<file path="src/rtl/oam_dma_arbiter.sv">
// OAM DMA arbiter: sequences 160-byte page copies into OAM and gates the CPU bus.
// Define OAM_DMA_RESTART_EN to let a page write during a copy restart it.
module oam_dma_arbiter (
  input  logic        CLK,
  input  logic        nRESET,
  input  logic        MCYC,
  input  logic        DMA_WR,
  input  logic [7:0]  DMA_PAGE,
  input  logic        CPU_MREQ,
  input  logic [15:0] CPU_ADDR,
  output logic        BUS_DISABLE,
  output logic        OAM_BLOCK,
  output logic        DMA_ACTIVE,
  output logic        DMA_RD,
  output logic        OAM_WR,
  output logic [15:0] DMA_ADDR,
  output logic [7:0]  OAM_ADDR
);

  typedef enum logic [1:0] {
    IDLE    = 2'd0,
    START   = 2'd1,
    XFER    = 2'd2,
    RESTART = 2'd3
  } state_t;

  state_t      state;
  state_t      state_nx;
  logic        pending;
  logic        pending_nx;
  logic [7:0]  page;
  logic [7:0]  page_nx;
  logic [7:0]  idx;
  logic [7:0]  idx_nx;
  logic [15:0] addr;
  logic [15:0] addr_nx;
  logic        wr_ok;
  logic        req;
  logic        echo;
  logic        addr_lo_unused;

  assign addr_lo_unused = ^CPU_ADDR[7:0];

`ifdef OAM_DMA_RESTART_EN
  assign wr_ok = DMA_WR;
`else
  assign wr_ok = DMA_WR & (state == IDLE);
`endif

  // A write on the same edge counts as already pending.
  assign req  = pending | wr_ok;
  assign echo = &page_nx[7:5];

  // Next-state, counter and source-address computation.
  always_comb begin
    state_nx   = state;
    idx_nx     = idx;
    pending_nx = req;
    page_nx    = wr_ok ? DMA_PAGE : page;
    addr_nx    = addr;
    if (MCYC) begin
      unique case (state)
        IDLE: begin
          if (req) begin
            state_nx   = START;
            pending_nx = 1'b0;
          end
        end
        START: begin
          state_nx = XFER;
          idx_nx   = 8'd0;
        end
        XFER: begin
`ifdef OAM_DMA_RESTART_EN
          if (req) begin
            state_nx   = RESTART;
            pending_nx = 1'b0;
            idx_nx     = 8'd0;
          end else if (idx == 8'd159) begin
            state_nx = IDLE;
            idx_nx   = 8'd0;
          end else begin
            idx_nx = idx + 8'd1;
          end
`else
          if (idx == 8'd159) begin
            state_nx = IDLE;
            idx_nx   = 8'd0;
          end else begin
            idx_nx = idx + 8'd1;
          end
`endif
        end
        RESTART: begin
          state_nx = XFER;
          idx_nx   = 8'd0;
        end
      endcase
      // Echo-RAM pages E0-FF fold down onto C000-DFFF.
      if (state_nx == XFER) begin
        addr_nx = {page_nx[7:6], page_nx[5] & ~echo,
                   page_nx[4:0], idx_nx};
      end else begin
        addr_nx = 16'h0000;
      end
    end
  end

  // State, counter, page and address registers; reset wins over writes.
  always_ff @(posedge CLK) begin
    if (!nRESET) begin
      state   <= IDLE;
      pending <= 1'b0;
      page    <= 8'h00;
      idx     <= 8'h00;
      addr    <= 16'h0000;
    end else begin
      state   <= state_nx;
      pending <= pending_nx;
      page    <= page_nx;
      idx     <= idx_nx;
      addr    <= addr_nx;
    end
  end

  assign DMA_ACTIVE  = (state != IDLE);
  assign DMA_RD      = (state == XFER);
  assign OAM_WR      = (state == XFER);
  assign OAM_BLOCK   = (state == XFER) | (state == RESTART);
  assign BUS_DISABLE = OAM_BLOCK & CPU_MREQ
                     & (CPU_ADDR[15:8] != 8'hFF);
  assign DMA_ADDR    = addr;
  assign OAM_ADDR    = idx;

endmodule
</file>
<file path="config.mk">
export PLATFORM = sky130hd
export DESIGN_NAME = oam_dma_arbiter
export DESIGN_NICKNAME = d
export VERILOG_FILES = /design/src/rtl/oam_dma_arbiter.sv
export SDC_FILE = /design/constraint.sdc
export NUM_CORES = 1
export LEC_CHECK = 0
export CAP_MARGIN = 20
export CORE_AREA = 2 2 69 71
export DETAILED_ROUTE_END_ITERATION = 10
export DIE_AREA = 0 0 71 73
export PLACE_DENSITY = 0.72
export SLEW_MARGIN = 20
export SYNTH_ARGS = -nofsm -noshare
export SYNTH_HDL_FRONTEND = slang
export SYNTH_SLANG_ARGS = --single-unit
</file>
<file path="constraint.sdc">
create_clock -name CLK -period 1.7 [get_ports CLK]
set_clock_uncertainty 0.05 [all_clocks]
set_input_delay 0.17 -clock CLK [delete_from_list [all_inputs] [get_ports CLK]]
set_output_delay 0.17 -clock CLK [all_outputs]
set_load 0.01 [all_outputs]
</file>
Yosys cells after proc, flatten, opt, wreduce, memory -nomap -nowiden
Cells that the tools add are included.
{ "totals": {"ff_bits": 35} }
{ "op_classes": {"n_eq_ne": 6, "muxes": 10, "bitwise": 7, "n_addsub": 1, "n_reduce_logical": 4} }
{ "ops": {"columns": ["op", "n"], "rows": [
  ["$mux W16", 1],
  ["$mux W8", 2],
  ["$pmux W8 S2", 1],
  ["$add A8 B1 Y8 const B", 1],
  ["$eq A8 B8 Y1 const B", 1],
  ["$ne A8 B8 Y1 const B", 1],
  ["$eq A2 B2 Y1 const B", 3],
  ["$mux W2", 3],
  ["$pmux W2 S3", 1],
  ["$and A1 B1 Y1", 4],
  ["$reduce_and A3 Y1", 1],
  ["$eq A2 B1 Y1 const B", 1],
  ["$logic_not A2 Y1", 1],
  ["$mux W1", 2],
  ["$or A1 B1 Y1", 2],
  ["$reduce_bool A2 Y1", 1],
  ["$reduce_or A2 Y1", 1],
  ["$not A1 Y1", 1]
]} }

Logic depth before layout (Yosys ltp)
Gate-level depths: netlist of the first run.
{ "logic_depth": {"word_depth": 8, "ltp_mapped": 6} }

Least setup slack after synthesis of the first run
Ideal clock, no wire load.
{ "synth_timing": {"path_kind": "reg2reg", "startpoint": "register idx[0] (netlist: OAM_ADDR[0])", "endpoint": "register state[1]", "arrival_time_ps": 1541, "stages_incl_launch_ff": 7, "path_buffers": 1, "setup_slack_ps": -6, "setup_ps": 115, "synth_period_minus_slack_ps": 1706, "cell_sequence": "dfxtp_1 > ha_1 > nor3b_2 > nand3_2 > o21ba_1 > buf_6 > o21a_1"} }
{ "synth_between": {"elab_chain_cells": 4} }
{ "synth_lines": {"columns": ["element", "line_no", "text"], "rows": [
  ["start: declaration", "33", "logic [7:0] idx;"],
  ["start signal: assignment", "121", "idx <= idx_nx;"],
  ["$eq A8 B8 Y1", "86", "if (idx == 8'd159) begin"],
  ["$mux W2", "86", null],
  ["$pmux W2 S3", "62", "unique case (state)"],
  ["$mux W2", "61", "if (MCYC) begin"],
  ["end signal: assignment", "118", "state <= state_nx;"],
  ["end: declaration", "27", "state_t state;"]
]} }
Every way passes these cells. The select of a mux whose other input is x is not followed.
A chain may end at the register's enable or synchronous reset.

Final worst setup path of the first run
{ "layout_timing": {"startpoint": "register state[1]", "endpoint": "output port OAM_WR"} }
{ "layout_between": {"elab_chain_cells": 1} }
{ "layout_lines": {"columns": ["element", "line_no", "text"], "rows": [
  ["$eq A2 B2 Y1", "128", "assign OAM_WR = (state == XFER);"],
  ["end: declaration", "15", "output logic OAM_WR,"]
]} }
Every way passes these cells.

==> results.json, run 1 <==
{
  "status": "finished, final reports clean",
  "hpwl_um": 2590,
  "relSlewSlack_pct": 34.7,
  "ys.flop_type": "dfxtp_1",
  "syn_avg_cell_area_um2": 9.96,
  "start_kind": "flip-flop",
  "syn_to_final_growth_pct": 47.2,
  "synth_edf_count": 0,
  "vdd.ir_drop.worst_uv": 420,
  "worstPathArrival_ns": 1.43,
  "maxCapViolations": 0,
  "cts_sinks": 35,
  "post_drt_wl_per_cell_um": 12.9,
  "power_leakage_nw": 0.907,
  "h-tree-depth": 2,
  "drive_gt1_share_pct": 21.5,
  "synth_most_common_cell": "dfxtp_1",
  "reg2reg_setup_slack_ns": 0.14,
  "syn-num-nets": 188,
  "insertion_delay_ns": 0.29,
  "worstPathRequired_ns": 1.48,
  "post_cts_resized": 6,
  "synth_cells": 158,
  "grt-ovfl-total": 0,
  "drtIter0Drc": 64,
  "critPathMaxFanout": 6,
  "core_region_area_um2": 4540,
  "r2r_cells": 6,
  "chipWidth_um": 71,
  "dieArea_um2": 5180,
  "synth_top_area_share_pct": 44.5,
  "viasPerCell": 4.88,
  "cts_setup_buffers": 0,
  "reg2reg_from": "OAM_ADDR[0]$_SDFFE_PN0P_",
  "r2r_end": "DMA_ADDR[9]$_SDFFE_PN0P_",
  "drtPass1Iterations": 4,
  "ys_types": 45,
  "setup_viol_count_final": 0,
  "final_nets": 249,
  "min_path_cells": 2,
  "grt_max_degree": 25,
  "clk_pin_slew_worst_paths_ns": 0.07,
  "grt_pass1_wl_um": 5700,
  "ys_top_cells_by_count": "35 x dfxtp_1, 14 x nand2_1",
  "rows": 25,
  "min_period_ns": 1.65,
  "cts_root_buf": "clkbuf_8",
  "vias": 1331,
  "yosys-top-cells-area": "dfxtp_1 45%, mux2i_1 5.1%, a22o_1 4.5%",
  "syn_area_um2": 1570,
  "ios": 58,
  "grt_usage_pct": 14.2,
  "finalMaxSlewViolations": 0,
  "route.detailed.drc": 0,
  "gp_congestion": 0.879,
  "grt_pass1_vias": 1275,
  "cts_buffers": 5,
  "powerDensity_nw_per_um2": 774,
  "totalWireLength_um": 3510,
  "final_cells": 273,
  "fmax_mhz": 605,
  "grt_antenna_before_repair": 0,
  "dp.cells": 266,
  "antennaDiodeCount": 0,
  "async_flop_share_pct": 0,
  "finalCritPeriodShare_pct": 97.2,
  "clockBufferDepth": 2,
  "rsz0062_at_grt": "no",
  "hold_viol": 0,
  "synth_top_area_cell": "dfxtp_1",
  "critPathKind": "reg2out",
  "hp-start": "DMA_ADDR[2]$_SDFFE_PN0P_",
  "hold_path.class": "reg2reg",
  "cts_tree": "done",
  "yosysSeqAreaShare_pct": 44.5,
  "timing_worst_slew_pin_value_ns": 0.977,
  "fp.dieH_um": 73,
  "antenna_left": 0,
  "yosysWarnings": 0,
  "cp-end-kind": "output pin",
  "post-route-util_pct": 51.1,
  "start_util_pct": 34.7,
  "holdBufCountCts": 0,
  "hold_end": "DMA_ADDR[2]$_SDFFE_PN0P_",
  "io_buffer_count": 49,
  "ys_ff_latch": 35
}
## report_power, final
group	switching [mW]	internal, mW	leakage, nW
Combinational	0.0852	0.123	0.571
Sequential	0.0163	0.844	0.285
Clock	0.299	0.428	0.0502
## area by class of cell
class | count | area (um^2)
Clock buffer | 5 | 68.8
Multi-Input combinational cell | 112 | 828
Inverter | 1 | 3.75
Fill cell | 417 | 2220
Sequential cell | 35 | 706
Clock inverter | 2 | 37.5
Timing Repair Buffer | 64 | 606
Tap cell | 54 | 67.6
## cell families (layout without fill, tap and decap cells)
group | Yosys count | in the layout | synth area share [%]
buf+inv | 11 | 72 | 4.21
fa+ha+maj | 1 | 1 | 0.795
compound gates | 38 | 38 | 17.8
flops | 35 | 35 | 44.5
xor+xnor | 5 | 5 | 2.78
simple gates | 59 | 59 | 24.1
mux | 9 | 9 | 5.80
## how the worst max path moves through the flow
stage                                  start                  endpoint  slack [ns]  cells past startpoint
floorplan           OAM_ADDR[0]$_SDFFE_PN0P_     state[1]$_SDFFE_PN0P_        0.02                      6
global route           state[1]$_SDFFE_PN0P_                    OAM_WR       0.007                      2
global placement                        MCYC  DMA_ADDR[7]$_SDFFE_PN0P_       -0.07                      4
finish                 state[1]$_SDFFE_PN0P_                    OAM_WR        0.05                      2
CTS                    state[1]$_SDFFE_PN0P_               BUS_DISABLE        0.02                      3
detailed placement                      MCYC  DMA_ADDR[7]$_SDFFE_PN0P_       -0.11                      4
## critical path, stage by stage, from the launching register on
cell and delay [ns]:
dfxtp_4 0.37, nor2b_2 0.21, clkdlybuf4s50_1 0.56
## cell usage in the layout, fill, tap and decap left out, types with 6 or more instances in the layout
| master | instances |
|---|---|
| a22o_1 | 8 |
| mux2i_1 | 8 |
| clkdlybuf4s50_1 | 45 |
| nand2_1 | 14 |
| dfxtp_1 | 33 |
| nor2b_1 | 7 |
| nand3_1 | 6 |
| buf_4 | 15 |
| nor2b_2 | 8 |
| a21oi_1 | 8 |
## registers in the layout (all words and copies together), names as in the netlist
name / cells
DMA_ADDR: 16
OAM_ADDR: 8
page: 8
pending: 1
state: 2
## routing by layer
layer | global-route usage, % | part of all wire, % | wire [um] | vias up
met5 | 0 | 0 | 0 | -
met4 | 3.77 | 1.2 | 42 | 0
met3 | 5.94 | 7.4 | 259 | 5
met2 | 24.0 | 47 | 1650 | 41
met1 | 16.6 | 45 | 1560 | 608
li1 | - | - | - | 677
## stage by stage
step | hold WS, ns | TNS [ns] | setup slack, ns | power [mW] | area, um^2
final | 0.400 | 0 | 0.0482 | 1.79 | 2320
after global routing | 0.420 | 0 | 0.00668 | 1.86 | 2320
after global placement | 0.384 | -0.729 | -0.0745 | 1.09 | 2180
after floorplan | 0.274 | 0 | 0.0167 | 0.986 | 1580
after detailed placement | 0.395 | -0.952 | -0.107 | 1.09 | 2180
after CTS | 0.405 | 0 | 0.0162 | 1.81 | 2300
Note: power is estimated with default switching activity, not from simulation.
==> run 2: changes to the inputs <==
--- a/config.mk
+++ b/config.mk
@@ -9,6 +9,7 @@
 export CORE_AREA = 2 2 69 71
 export DETAILED_ROUTE_END_ITERATION = 10
 export DIE_AREA = 0 0 71 73
+export GPL_TIMING_DRIVEN = 0
 export PLACE_DENSITY = 0.72
 export SLEW_MARGIN = 20
 export SYNTH_ARGS = -nofsm -noshare
==> results.json, run 2 (same netlist as run 1, synthesis figures left out) <==
{
  "status": "finished, final reports clean",
  "vias": 1349,
  "finalMaxSlewViolations": 0,
  "cts_sinks": 35,
  "cts_buffers": 5,
  "worstPathRequired_ns": 1.48,
  "fin_ws_ns": 0.0710,
  "final_cell_mix": "46 x clkdlybuf4s50_1, 32 x dfxtp_1, 14 x nand2_1",
  "hp-start": "DMA_ADDR[2]$_SDFFE_PN0P_",
  "totalWireLength_um": 3520,
  "cp-end-kind": "output pin",
  "path_cells": "clkdlybuf4s50_1",
  "cts_root_buf": "clkbuf_8",
  "postPlaceCellArea_um2": 2130,
  "worstPathArrival_ns": 1.41,
  "grt_max_degree": 11,
  "post_drt_wl_per_cell_um": 13.0,
  "final_cells": 270,
  "drive_gt1_share_pct": 19.0,
  "powerDensity_nw_per_um2": 754,
  "core_region_area_um2": 4540,
  "critPathMaxFanout": 8,
  "start_kind": "flip-flop",
  "insertion_delay_ns": 0.29,
  "grt-ovfl-total": 0,
  "h-tree-depth": 2,
  "drtIter0Drc": 110,
  "grt_pass1_wl_um": 5790,
  "hpwl_um": 2470,
  "reg2reg_from": "OAM_ADDR[0]$_SDFFE_PN0P_",
  "dieArea_um2": 5180,
  "viasPerCell": 5.00,
  "timing_worst_slew_pin_value_ns": 0.519,
  "grt_antenna_before_repair": 0,
  "stdcell_area_um2": 2270,
  "clk_pin_slew_worst_paths_ns": 0.07,
  "final_nets": 245,
  "finalCritPeriodShare_pct": 95.8,
  "io_buffer_count": 49,
  "ios": 58,
  "rows": 25,
  "antenna_left": 0,
  "critPathKind": "reg2out",
  "finalPower_mw": 1.72,
  "drtPass1Iterations": 4,
  "start_util_pct": 34.7,
  "holdBufCountCts": 0,
  "maxCapViolations": 0,
  "setup_viol_count_final": 0,
  "crit_buf_inv": 1,
  "grt_pass1_vias": 1233,
  "fp.dieH_um": 73,
  "vdd.ir_drop.worst_uv": 411,
  "post-route-util_pct": 50.2,
  "gp_congestion": 0.827,
  "cpLargestDelayFamily": "buffers and inverters",
  "route.detailed.drc": 0,
  "dp.cells": 261,
  "rsz0062_at_grt": "no",
  "hold_path.class": "reg2reg",
  "relSlewSlack_pct": 65.4,
  "clockBufferDepth": 2,
  "power_leakage_nw": 0.855,
  "largest_reg_flops": 16,
  "crit_start": "OAM_ADDR[5]$_SDFFE_PN0P_",
  "hold_viol": 0,
  "syn_to_final_growth_pct": 44.5,
  "cp_slowest_stage_delay_ns": 0.60,
  "antennaDiodeCount": 0,
  "fmax_mhz": 614,
  "min_period_ns": 1.63,
  "cts_tree": "done",
  "cp_slowest_cell": "clkdlybuf4s50_1",
  "final_common_cell": "clkdlybuf4s50_1",
  "chipWidth_um": 71,
  "place_ws_ns": -0.202,
  "grt_usage_pct": 14.4
}
[run 2: tightest hold or removal path, stage by stage (launching register included)]
cell and delay [ns]:
dfxtp_1 0.31, nand2_1 0.05, o21ai_1 0.05
[run 2: report_power, final]
group / switching, mW / internal (mW) / total, mW
registers: 0.0125 / 0.841 / 0.853
logic: 0.0911 / 0.120 / 0.211
clock network: 0.282 / 0.369 / 0.651
total: 0.385 / 1.33 / 1.72
[run 2: through the flow]
step,TNS (ns),hold WS [ns]
final,0,0.399
after global routing,0,0.430
after CTS,0,0.403
after detailed placement,-2.41,0.393
after global placement,-2.20,0.386
after floorplan,0,0.274
[run 2: routing by layer]
metal	GRT usage, %	vias to the layer above	wire, um
met3	4.28	6	267
met2	22.2	52	1620
met1	19.0	616	1570
met4	5.66	0	58
met5	0	-	0
li1	-	675	-
[run 2: timing repair]
action,in CTS,in global routing
resized for setup,10,4
endpoints found under the setup margin,15,11
buffers inserted,2,0
[run 2: final timing paths]
path | end | slack, ns | cells past startpoint
min | DMA_ADDR[2]$_SDFFE_PN0P_ | 0.40 | 2
max reg2reg | DMA_ADDR[13]$_SDFFE_PN0P_ | 0.09 | 6
max | OAM_ADDR[5] | 0.07 | 1
min reg2reg | DMA_ADDR[2]$_SDFFE_PN0P_ | 0.40 | 2
[run 2: final cells by class]
class	instances	area, um^2
Clock buffer	8	100
Sequential cell	35	712
Timing Repair Buffer	51	504
Inverter	1	3.75
Buffer	9	53.8
Tap cell	54	67.6
Fill cell	437	2260
Multi-Input combinational cell	112	833
